$ cat src/rtl/peridot_servo_pkg.sv
// peridot_servo_pkg: shared constants, register map and FSM states for the servo slew feeder.
package peridot_servo_pkg;
  localparam int FRAME_HZ = 50;
  localparam int STEPCOUNTNUM = 256;
  localparam int UNITFREQ = FRAME_HZ * STEPCOUNTNUM;
  localparam int MAX_CHANNEL = 30;
  localparam logic [4:0] REG_CTRL = 5'd0;
  localparam logic [4:0] REG_RATE = 5'd1;
  localparam logic [4:0] REG_CH0 = 5'd2;
  typedef enum logic [2:0] {ST_IDLE, ST_CTRLWR, ST_CALC, ST_WRITE, ST_NEXT} state_e;
  function automatic int frame_cycles(input int clockfreq);
    return clockfreq / FRAME_HZ;
  endfunction
endpackage

$ cat src/rtl/peridot_servo_slewstep.sv
// peridot_servo_slewstep: moves cur toward tgt by at most rate (0 = jump), flags a change.
module peridot_servo_slewstep (
  input  logic [7:0] cur_i,
  input  logic [7:0] tgt_i,
  input  logic [7:0] rate_i,
  output logic [7:0] nxt_o,
  output logic       chg_o
);
  logic signed [8:0] diff;
  logic [8:0] mag;
  assign diff = $signed({1'b0, tgt_i}) - $signed({1'b0, cur_i});
  assign mag = diff[8] ? 9'(-diff) : 9'(diff);
  assign nxt_o = (rate_i == 8'd0 || mag <= {1'b0, rate_i}) ? tgt_i : diff[8] ? cur_i - rate_i : cur_i + rate_i;
  assign chg_o = nxt_o != cur_i;
endmodule

$ cat src/rtl/peridot_servo_slewctrl.sv
// peridot_servo_slewctrl: CPU-facing target registers, per-frame slewing and push to the servo controller.
module peridot_servo_slewctrl
  import peridot_servo_pkg::*;
#(
  parameter int CHANNEL = 30,
  parameter int CLOCKFREQ = 25000000,
  parameter logic [7:0] INIT_POS = 8'h80
) (
  input  logic        csi_clk,
  input  logic        rsi_reset_n,
  input  logic [4:0]  avs_address,
  input  logic        avs_read,
  output logic [31:0] avs_readdata,
  input  logic        avs_write,
  input  logic [31:0] avs_writedata,
  output logic [4:0]  avm_address,
  output logic        avm_write,
  output logic [31:0] avm_writedata,
  input  logic        avm_waitrequest
);
  localparam int FRAME = frame_cycles(CLOCKFREQ);
  localparam int CW = FRAME > 1 ? $clog2(FRAME) : 1;
  localparam int CHW = CHANNEL > 1 ? $clog2(CHANNEL) : 1;
  localparam logic [5:0] CH_END = 6'(CHANNEL + 2);

  logic [CW-1:0] cnt_q;
  logic [CHW-1:0] ch_q, wch;
  logic [7:0] cur_q [CHANNEL];
  logic [7:0] tgt_q [CHANNEL];
  logic [CHANNEL-1:0] dirty_q;
  logic [7:0] rate_q, rd8, step_nxt;
  logic ena_q, ovr_q, pend_on_q, pend_off_q, step_chg, tick, ch_hit, ctrl_wr, ch_wr;
  logic [23:0] unused_wdata;
  state_e state_q;

  assign unused_wdata = avs_writedata[31:8];
  assign tick = cnt_q == CW'(FRAME - 1);
  assign wch = CHW'(avs_address - REG_CH0);
  assign ch_hit = avs_address >= REG_CH0 && {1'b0, avs_address} < CH_END;
  assign ctrl_wr = avs_write && avs_address == REG_CTRL;
  assign ch_wr = avs_write && ch_hit;

  always_comb begin
    rd8 = avs_address == REG_CTRL ? {5'b0, ovr_q, state_q != ST_IDLE, ena_q} :
          avs_address == REG_RATE ? rate_q : ch_hit ? cur_q[wch] : 8'h00;
  end

  peridot_servo_slewstep u_step (
    .cur_i (cur_q[ch_q]),
    .tgt_i (tgt_q[ch_q]),
    .rate_i(rate_q),
    .nxt_o (step_nxt),
    .chg_o (step_chg)
  );

  always_ff @(posedge csi_clk) begin
    if (!rsi_reset_n) begin
      cnt_q <= '0;
      ena_q <= 1'b0;
      rate_q <= '0;
      avs_readdata <= '0;
      for (int i = 0; i < CHANNEL; i++) tgt_q[i] <= INIT_POS;
    end else begin
      cnt_q <= tick ? '0 : cnt_q + 1'b1;
      if (avs_read) avs_readdata <= {24'b0, rd8};
      if (ctrl_wr) ena_q <= avs_writedata[0];
      if (avs_write && avs_address == REG_RATE) rate_q <= avs_writedata[7:0];
      if (ch_wr) tgt_q[wch] <= avs_writedata[7:0];
    end
  end

  // CPU-side flag sets are placed after the FSM so they win over same-cycle clears
  always_ff @(posedge csi_clk) begin
    if (!rsi_reset_n) begin
      state_q <= ST_IDLE;
      ch_q <= '0;
      ovr_q <= 1'b0;
      pend_on_q <= 1'b0;
      pend_off_q <= 1'b0;
      dirty_q <= '1;
      for (int i = 0; i < CHANNEL; i++) cur_q[i] <= INIT_POS;
      avm_write <= 1'b0;
      avm_address <= '0;
      avm_writedata <= '0;
    end else begin
      case (state_q)
        ST_IDLE: if (tick && (ena_q || pend_off_q)) begin
          ch_q <= '0;
          if (pend_on_q || pend_off_q) begin
            state_q <= ST_CTRLWR;
            avm_write <= 1'b1;
            avm_address <= REG_CTRL;
            avm_writedata <= {31'b0, ena_q};
          end else state_q <= ST_CALC;
        end
        ST_CTRLWR: if (!avm_waitrequest) begin
          avm_write <= 1'b0;
          pend_on_q <= 1'b0;
          pend_off_q <= 1'b0;
          state_q <= ena_q ? ST_CALC : ST_IDLE;
        end
        ST_CALC: begin
          cur_q[ch_q] <= step_nxt;
          if (step_chg || dirty_q[ch_q]) begin
            dirty_q[ch_q] <= 1'b0;
            state_q <= ST_WRITE;
            avm_write <= 1'b1;
            avm_address <= 5'(ch_q) + REG_CH0;
            avm_writedata <= {24'b0, step_nxt};
          end else state_q <= ST_NEXT;
        end
        ST_WRITE: if (!avm_waitrequest) begin
          avm_write <= 1'b0;
          state_q <= ST_NEXT;
        end
        ST_NEXT: if (ch_q == CHW'(CHANNEL - 1)) state_q <= ST_IDLE;
          else begin
            ch_q <= ch_q + 1'b1;
            state_q <= ST_CALC;
          end
        default: state_q <= ST_IDLE;
      endcase
      if (ctrl_wr) begin
        if (avs_writedata[2]) ovr_q <= 1'b0;
        if (avs_writedata[0] && !ena_q) begin
          pend_on_q <= 1'b1;
          dirty_q <= '1;
        end
        if (!avs_writedata[0] && ena_q) pend_off_q <= 1'b1;
      end
      if (ch_wr) dirty_q[wch] <= 1'b1;
      if (tick && state_q != ST_IDLE) ovr_q <= 1'b1;
    end
  end
endmodule

$ cat config.mk
export PLATFORM = sky130hd
export DESIGN_NAME = peridot_servo_slewctrl
export DESIGN_NICKNAME = d
export VERILOG_FILES = /design/src/rtl/peridot_servo_pkg.sv /design/src/rtl/peridot_servo_slewstep.sv /design/src/rtl/peridot_servo_slewctrl.sv
export SDC_FILE = /design/constraint.sdc
export NUM_CORES = 1
export LEC_CHECK = 0
export ABC_CLOCK_PERIOD_IN_PS = 7950
export CAP_MARGIN = 40
export CELL_PAD_IN_SITES_DETAIL_PLACEMENT = 2
export CELL_PAD_IN_SITES_GLOBAL_PLACEMENT = 2
export CORE_MARGIN = 2
export CORE_UTILIZATION = 45
export CTS_BUF_LIST = sky130_fd_sc_hd__clkbuf_8
export CTS_CLUSTER_DIAMETER = 200
export DETAILED_ROUTE_END_ITERATION = 7
export PLACE_DENSITY_LB_ADDON = 0.1
export SYNTH_ARGS = -nofsm -noshare
export SYNTH_HDL_FRONTEND = slang
export SYNTH_SLANG_ARGS = --single-unit
$ cat constraint.sdc
create_clock -name csi_clk -period 7.95 [get_ports csi_clk]
set_clock_uncertainty 0.15 [all_clocks]
set_input_delay 1.59 -clock csi_clk [delete_from_list [all_inputs] [get_ports csi_clk]]
set_output_delay 1.59 -clock csi_clk [all_outputs]
set_load 0.02 [all_outputs]
==> metrics.txt, run 1 <==
Internal 5.23 mW; placed wire-length estimate 80300 um; Max Cap Viol 0; area growth from synthesis to layout 12.1%; met3 global-route usage 5.64%; post-synth cell types 75; width of the die 269 um; sink of the worst hold path cnt_q[0]; io pins 112; endpoint required time on the critical path 8440 ps; cell leakage power 12.1 nW; Sink Count 608; Yosys warning count 0; Final Hold Violating Endpoints 0; number of buffers added to fix hold violations after cts 0; share of synthesized area occupied by flip-flops and latches 54.7%; Synth Register Bits 608; dominant synthesized flop cell sky130_fd_sc_hd__edfxtp_1; Peak VDD IR 0.119 mV; setup slack, reg-to-reg 440 ps; clock group share of total power 38.9%; Die Outline Area 0.0724 mm^2; share of cells above drive strength 1 19.8%; post-route antenna net violation count 0; height of the die 269 um; clock root buffer sky130_fd_sc_hd__clkbuf_8; via count 23098; count of final max-slew check failures 0; maximum number of pins on one net before global-route repair 54; number of buffers inserted by port buffering 39; worst-path maximum fanout 35; met2 usage 51.3%; Period minus WS final 7510 ps; Logic pwr share 10.1%; cell taking the most area after synthesis sky130_fd_sc_hd__edfxtp_1; Post-Synthesis Cell Area 0.0316 mm^2; area share of the leading cell type in the synthesized netlist 48.7%; Final Routed Wirelength 116000 um; Worst Hold Launch cnt_q[0]; GRT Util Overall 32.0%; Cell Pwr Density 203 mW/mm^2; Core Rows 97; setup TNS 0 ps; arrival time of the worst setup path 8000 ps; Sw Share 27.2%; mean routed wirelength per cell 31.9 um; RSZ-0062 raised after global routing false; sort of element at the end of the critical path flip-flop; Final Cycle Share 94.4%; cell with the most instances after synthesis sky130_fd_sc_hd__edfxtp_1; # setup viols final 0; most used routing layer met2; peak clock frequency supported by timing 133 MHz; first drt pass iteration count 5; Placeable Area 0.0698 mm^2; worst reg2reg path endpoint dirty_q[19]; Hold Path Class reg -> reg; clock tree from TritonCTS yes; placer's final routability congestion estimate 0.910; Num CTS Buffers 105; Worst Path Class, Setup reg -> reg; effective utilization at floorplan 45.3%; net switching power 1.95 mW; status finished clean; routing usage on met1 44.2%; Async S/R FF share, synth 0%; Syn Area/Cell 12.6 um^2; cell count of the worst reg-to-reg path 26; H-tree levels 3; synth cell count leaders sky130_fd_sc_hd__edfxtp_1, sky130_fd_sc_hd__nor2_1, sky130_fd_sc_hd__and2_1, sky130_fd_sc_hd__mux4_2, sky130_fd_sc_hd__nand2_1; vias in the first global route 24182; portion of total power attributed to sequential cells 50.9%; Total Nets Final 2677; worst slew pin tran 973 ps; number of flops mapped to enable cells by yosys 512; first-pass GRT wire length 168000 um; most area-consuming cells after synthesis sky130_fd_sc_hd__edfxtp_1, sky130_fd_sc_hd__mux4_2, sky130_fd_sc_hd__dfxtp_1; Cells on Worst Hold Path 1; slew margin rel. 34.9%; element type at the critical path start flip-flop; CTS clk-pin slew, worst paths 70 ps; DRC violation count after routing 0; end-of-flow core utilization 50.8%; antenna violations before repair 2; Synth Instances 2502; GRT overflow 0; average via count per standard cell 6.36; maximum clock path buffer count 3; DRC marker count from the first detailed-route iteration 2425; Clk Latency, worst-skew pair 740 ps
## cells in the final DEF (no fill, tap or decap), types with 14 or more instances in the layout
master and count:
sky130_fd_sc_hd__a21boi_0 14, sky130_fd_sc_hd__a21oi_1 37, sky130_fd_sc_hd__a22oi_1 54, sky130_fd_sc_hd__a41oi_2 24, sky130_fd_sc_hd__and2_1 225, sky130_fd_sc_hd__buf_4 121, sky130_fd_sc_hd__clkbuf_8 122, sky130_fd_sc_hd__clkdlybuf4s50_1 36
sky130_fd_sc_hd__clkinv_1 22, sky130_fd_sc_hd__conb_1 48, sky130_fd_sc_hd__dfxtp_1 92, sky130_fd_sc_hd__edfxtp_1 512, sky130_fd_sc_hd__ha_1 33, sky130_fd_sc_hd__inv_1 97, sky130_fd_sc_hd__mux2i_1 68, sky130_fd_sc_hd__mux4_2 190
sky130_fd_sc_hd__nand2_1 140, sky130_fd_sc_hd__nand2b_1 18, sky130_fd_sc_hd__nand3_1 71, sky130_fd_sc_hd__nand4_1 22, sky130_fd_sc_hd__nor2_1 328, sky130_fd_sc_hd__nor2b_1 21, sky130_fd_sc_hd__nor3_1 46, sky130_fd_sc_hd__o21ai_0 47
sky130_fd_sc_hd__or3_1 30, sky130_fd_sc_hd__xnor2_1 23, sky130_fd_sc_hd__xor2_1 15
## sequential cells by signal, summed over array words and instances (netlist names), named ones only
name / flops
ch_q: 5
state_q: 3
cnt_q: 19
pend_off_q: 1
avm_address: 5
avs_readdata: 8
ena_q: 1
pend_on_q: 1
avm_writedata: 8
dirty_q: 30
rate_q: 8
cur_q: 256
ovr_q: 1
avm_write: 1
tgt_q: 256
## final cells by class
| class | instances | area (um^2) |
|---|---|---|
| Multi-Input combinational cell | 1649 | 13100 |
| Inverter | 58 | 218 |
| Clock buffer | 122 | 1680 |
| Sequential cell | 608 | 17300 |
| Antenna cell | 1 | 2.50 |
| Fill cell | 6685 | 34400 |
| Tap cell | 940 | 1180 |
| Timing Repair Buffer | 178 | 1570 |
| Clock inverter | 77 | 333 |
## critical path, stage by stage, from the launching register on
cell and delay, ps:
sky130_fd_sc_hd__dfxtp_4 680, sky130_fd_sc_hd__buf_12 260, sky130_fd_sc_hd__mux4_2 570, sky130_fd_sc_hd__mux4_2 460, sky130_fd_sc_hd__mux2i_1 340, sky130_fd_sc_hd__inv_1 160, sky130_fd_sc_hd__ha_1 250, sky130_fd_sc_hd__inv_1 90
sky130_fd_sc_hd__fa_1 290, sky130_fd_sc_hd__a211o_1 270, sky130_fd_sc_hd__nand4_1 150, sky130_fd_sc_hd__mux2i_2 290, sky130_fd_sc_hd__nor3_1 110, sky130_fd_sc_hd__o21ai_0 210, sky130_fd_sc_hd__xor2_1 190, sky130_fd_sc_hd__ha_1 270
sky130_fd_sc_hd__nand4_1 120, sky130_fd_sc_hd__o22ai_1 90, sky130_fd_sc_hd__or2_2 300, sky130_fd_sc_hd__a311oi_1 310, sky130_fd_sc_hd__a31oi_1 140, sky130_fd_sc_hd__and3_1 240, sky130_fd_sc_hd__a2111oi_2 400, sky130_fd_sc_hd__nand4_1 190
sky130_fd_sc_hd__and3_2 330, sky130_fd_sc_hd__buf_12 210, sky130_fd_sc_hd__a41oi_2 280
## metrics by stage
stage / power (mW) / hold slack (ps) / instance area [um^2] / worst slack, ps / std cells
floorplan: 4.12 / 268 / 31800 / 1250 / 2549
global placement: 4.38 / 277 / 33200 / 399 / 3404
detailed placement: 4.43 / 286 / 33300 / 234 / 3422
CTS: 7.20 / 315 / 35300 / 190 / 3621
global route: 7.38 / 347 / 35400 / 64.7 / 3633
finish: 7.18 / 310 / 35400 / 444 / 3633
## timing repair
action,CTS,global route
endpoints found under the setup margin,0,44
resized for setup,0,2
setup buffers,0,8
## power by group through the flow
stage          logic, mW  registers, mW  clock network [mW]
2_1_floorplan      0.438           3.69                   0
3_3_place_gp       0.679           3.70                   0
3_5_place_dp       0.713           3.72                   0
4_1_cts            0.719           3.66                2.83
6_report           0.729           3.66                2.79
5_1_grt            0.769           3.67                2.94
## metal layers
metal / wire length (um) / up-vias
met5: 11 / -
met2: 54600 / 1157
met3: 9590 / 251
met4: 4090 / 2
li1: - / 9491
met1: 47600 / 12197
## kinds of logic (layout without fill, tap and decap cells)
kind of cell               after synthesis  in the layout  synth area share [%]
buffers and inverters                  292            435                  4.32
muxes                                  269            269                  16.1
and+or+nand+nor                        962            962                  15.1
adders and majority gates               35             35                  1.43
xor gates and xnor gates                38             38                  1.05
other                                    1             49                0.0119
DFF                                    608            608                  54.7
AOI/OAI and AO/OA                      297            297                  7.28
## how the worst max path moves through the flow
stage,endpoint,slack [ps]
floorplan,state_q[1],1250
global placement,dirty_q[7],400
detailed placement,dirty_q[8],230
CTS,dirty_q[19],190
global route,dirty_q[19],60
finish,dirty_q[19],440
No activity file was read; power rests on OpenSTA's default activity.
==> run 2, diff against run 1 <==
--- a/config.mk
+++ b/config.mk
@@ -5,12 +5,12 @@
 export SDC_FILE = /design/constraint.sdc
 export NUM_CORES = 1
 export LEC_CHECK = 0
-export ABC_CLOCK_PERIOD_IN_PS = 7950
+export ABC_CLOCK_PERIOD_IN_PS = 8800
 export CAP_MARGIN = 40
 export CELL_PAD_IN_SITES_DETAIL_PLACEMENT = 2
 export CELL_PAD_IN_SITES_GLOBAL_PLACEMENT = 2
 export CORE_MARGIN = 2
-export CORE_UTILIZATION = 45
+export CORE_UTILIZATION = 48
 export CTS_BUF_LIST = sky130_fd_sc_hd__clkbuf_8
 export CTS_CLUSTER_DIAMETER = 200
 export DETAILED_ROUTE_END_ITERATION = 7
==> constraint.sdc (replaced) <==
create_clock -name csi_clk -period 8.8 [get_ports csi_clk]
set_clock_uncertainty 0.15 [all_clocks]
set_input_delay 1.76 -clock csi_clk [delete_from_list [all_inputs] [get_ports csi_clk]]
set_output_delay 1.76 -clock csi_clk [all_outputs]
set_load 0.02 [all_outputs]
==> run 2 against run 1 <==
  * Fmax decreased by 10%
  * Sequential power is 9.8% lower
  * First-iteration DRC count up 4.9%
  * Largest cell class unchanged
  * Non-clock buffer count down 37
  * Global-route usage up 2.2 points
  * Cell count fell by 3.2%
==> metrics.txt, run 2 (synthesis gave the netlist of run 1 again) <==
Final Hold Violating Endpoints 0; GRT overflow 0; multi-input combinational cell area 0.0132 mm^2; effective utilization at floorplan 48.2%; H-tree levels 3; Num CTS Buffers 104; Total Nets Final 2639; fillcell total 6198; post-route antenna net violation count 0; commonest non-fill, non-tap cell in the layout sky130_fd_sc_hd__edfxtp_1; Worst Path Class, Setup reg -> reg; DRC marker count from the first detailed-route iteration 2545; sort of element at the end of the critical path flip-flop; worst reg2reg path endpoint dirty_q[9]; area growth from synthesis to layout 10.9%; Met2 Wirelength 56400 um; antenna violations before repair 7; Final Routed Wirelength 116000 um; number of buffers inserted by port buffering 39; end-of-flow core utilization 53.5%; GRT Util Overall 34.2%; RSZ-0062 raised after global routing false; first-pass GRT wire length 168000 um; Max Cap Viol 0; maximum number of pins on one net before global-route repair 67; setup slack, reg-to-reg 450 ps; clock root buffer sky130_fd_sc_hd__clkbuf_8; DRC violation count after routing 0; Placeable Area 0.0655 mm^2; mean routed wirelength per cell 33.0 um; Cell Pwr Density 184 mW/mm^2; Placement Cell Area 0.0330 mm^2; peak clock frequency supported by timing 120 MHz; total area of sequential cells 0.0173 mm^2; status finished clean; Peak VDD IR 0.100 mV; Clk Latency, worst-skew pair 740 ps; io pins 112; slew margin rel. 33.1%; arrival time of the worst setup path 8840 ps; Worst setup endpoint dirty_q[9]; worst slew pin tran 1000 ps; Die Outline Area 0.0679 mm^2; Total Power 6.44 mW; first drt pass iteration count 5; average via count per standard cell 6.49; setup TNS 0 ps; registers with the most flip-flops cur_q: 256 flops, tgt_q: 256 flops, dirty_q: 30 flops; post-route cell area 0.0350 mm^2; worst slack on hold paths 311 ps; # setup viols final 0; Hold Path Class reg -> reg; Routed met3 length 9520 um; worst-path maximum fanout 43; Core Rows 94; cell count of the worst reg-to-reg path 26; vias in the first global route 24388; maximum clock path buffer count 3; count of final max-slew check failures 0; via count 22818; width of the die 261 um; Sink Count 608; CTS clk-pin slew, worst paths 60 ps; most used cells in the layout excluding fill and tap cells sky130_fd_sc_hd__edfxtp_1, sky130_fd_sc_hd__nor2_1, sky130_fd_sc_hd__and2_1; Final Cycle Share 94.9%; endpoint required time on the critical path 9290 ps; cell leakage power 12.0 nW; placed wire-length estimate 81200 um; placer's final routability congestion estimate 0.893; share of cells above drive strength 1 18.6%; Period minus WS final 8350 ps; element type at the critical path start flip-flop; Routed met1 length 46400 um; uppermost metal layer occupied by signal nets met5; clock tree from TritonCTS yes; height of the die 261 um
[run 2: changes by cell type in the layout (fill, tap and decap cells not counted), sizes merged]
cell | before | now
inv | 101 | 107
diode | 1 | 2
bufinv | 0 | 2
clkbuf | 123 | 112
clkinvlp | 1 | 3
buf | 141 | 106
clkinv | 33 | 30
clkdlybuf4s50 | 36 | 35
[run 2: worst min path at each step]
stage	cells past startpoint	startpoint	endpoint	slack, ps
after floorplan	1	cnt_q[0]	cnt_q[0]	270
after global placement	1	cnt_q[0]	cnt_q[0]	280
after detailed placement	2	avm_writedata[2]	avm_writedata[2]	300
after CTS	2	avm_writedata[6]	avm_writedata[6]	320
after global routing	2	avm_writedata[2]	avm_writedata[2]	330
final	2	avm_writedata[6]	avm_writedata[6]	310
[run 2: where the power goes]
part | switching (mW) | internal, mW
Clock | 1.24 | 1.23
Combinational | 0.442 | 0.214
Sequential | 0.0640 | 3.24
[run 2: worst max-delay path: stages, from the launching register on]
cell and delay (ps):
sky130_fd_sc_hd__dfxtp_4 580, sky130_fd_sc_hd__buf_12 260, sky130_fd_sc_hd__buf_12 320, sky130_fd_sc_hd__mux4_2 430, sky130_fd_sc_hd__mux4_2 470, sky130_fd_sc_hd__mux2i_1 440
sky130_fd_sc_hd__inv_1 130, sky130_fd_sc_hd__ha_1 250, sky130_fd_sc_hd__inv_1 80, sky130_fd_sc_hd__fa_1 300, sky130_fd_sc_hd__a211o_1 280, sky130_fd_sc_hd__a21o_1 280
sky130_fd_sc_hd__nand2_1 310, sky130_fd_sc_hd__mux2_2 410, sky130_fd_sc_hd__inv_1 70, sky130_fd_sc_hd__ha_1 220, sky130_fd_sc_hd__nor2b_1 150, sky130_fd_sc_hd__o31a_1 280
sky130_fd_sc_hd__o31a_1 280, sky130_fd_sc_hd__o21ai_0 200, sky130_fd_sc_hd__nor3b_1 380, sky130_fd_sc_hd__o21ai_1 130, sky130_fd_sc_hd__a2111oi_2 390, sky130_fd_sc_hd__nand4_1 310
sky130_fd_sc_hd__and3_2 480, sky130_fd_sc_hd__buf_4 310, sky130_fd_sc_hd__a41oi_1 260
[run 2: through the flow]
step / instances / setup WS (ps)
after floorplan: 2549 / 2100
after global placement: 3303 / 709
after detailed placement: 3316 / 386
after CTS: 3512 / 306
after global routing: 3517 / 110
final: 3518 / 450
[run 2: routing by layer]
layer	GRT usage (%)	vias to the layer above
met5	0	-
met4	11.4	8
met3	6.50	258
met2	56.6	1107
met1	45.7	12053
li1	-	9392
[run 2: layout make-up]
cell class | count | share of cell area, %
Timing Repair Buffer | 141 | 3.78
Tap cell | 864 | 3.08
Clock inverter | 84 | 1.18
Clock buffer | 112 | 4.40
Multi-Input combinational cell | 1649 | 37.5
Antenna cell | 2 | 0.0143
Sequential cell | 608 | 49.4
Inverter | 58 | 0.621
[run 2: repair_timing]
item | 4_1_cts | 5_1_grt
setup buffers | 0 | 2
endpoints found under the setup margin | 0 | 38
hold buffers | 0 | 0
resized for setup | 0 | 1
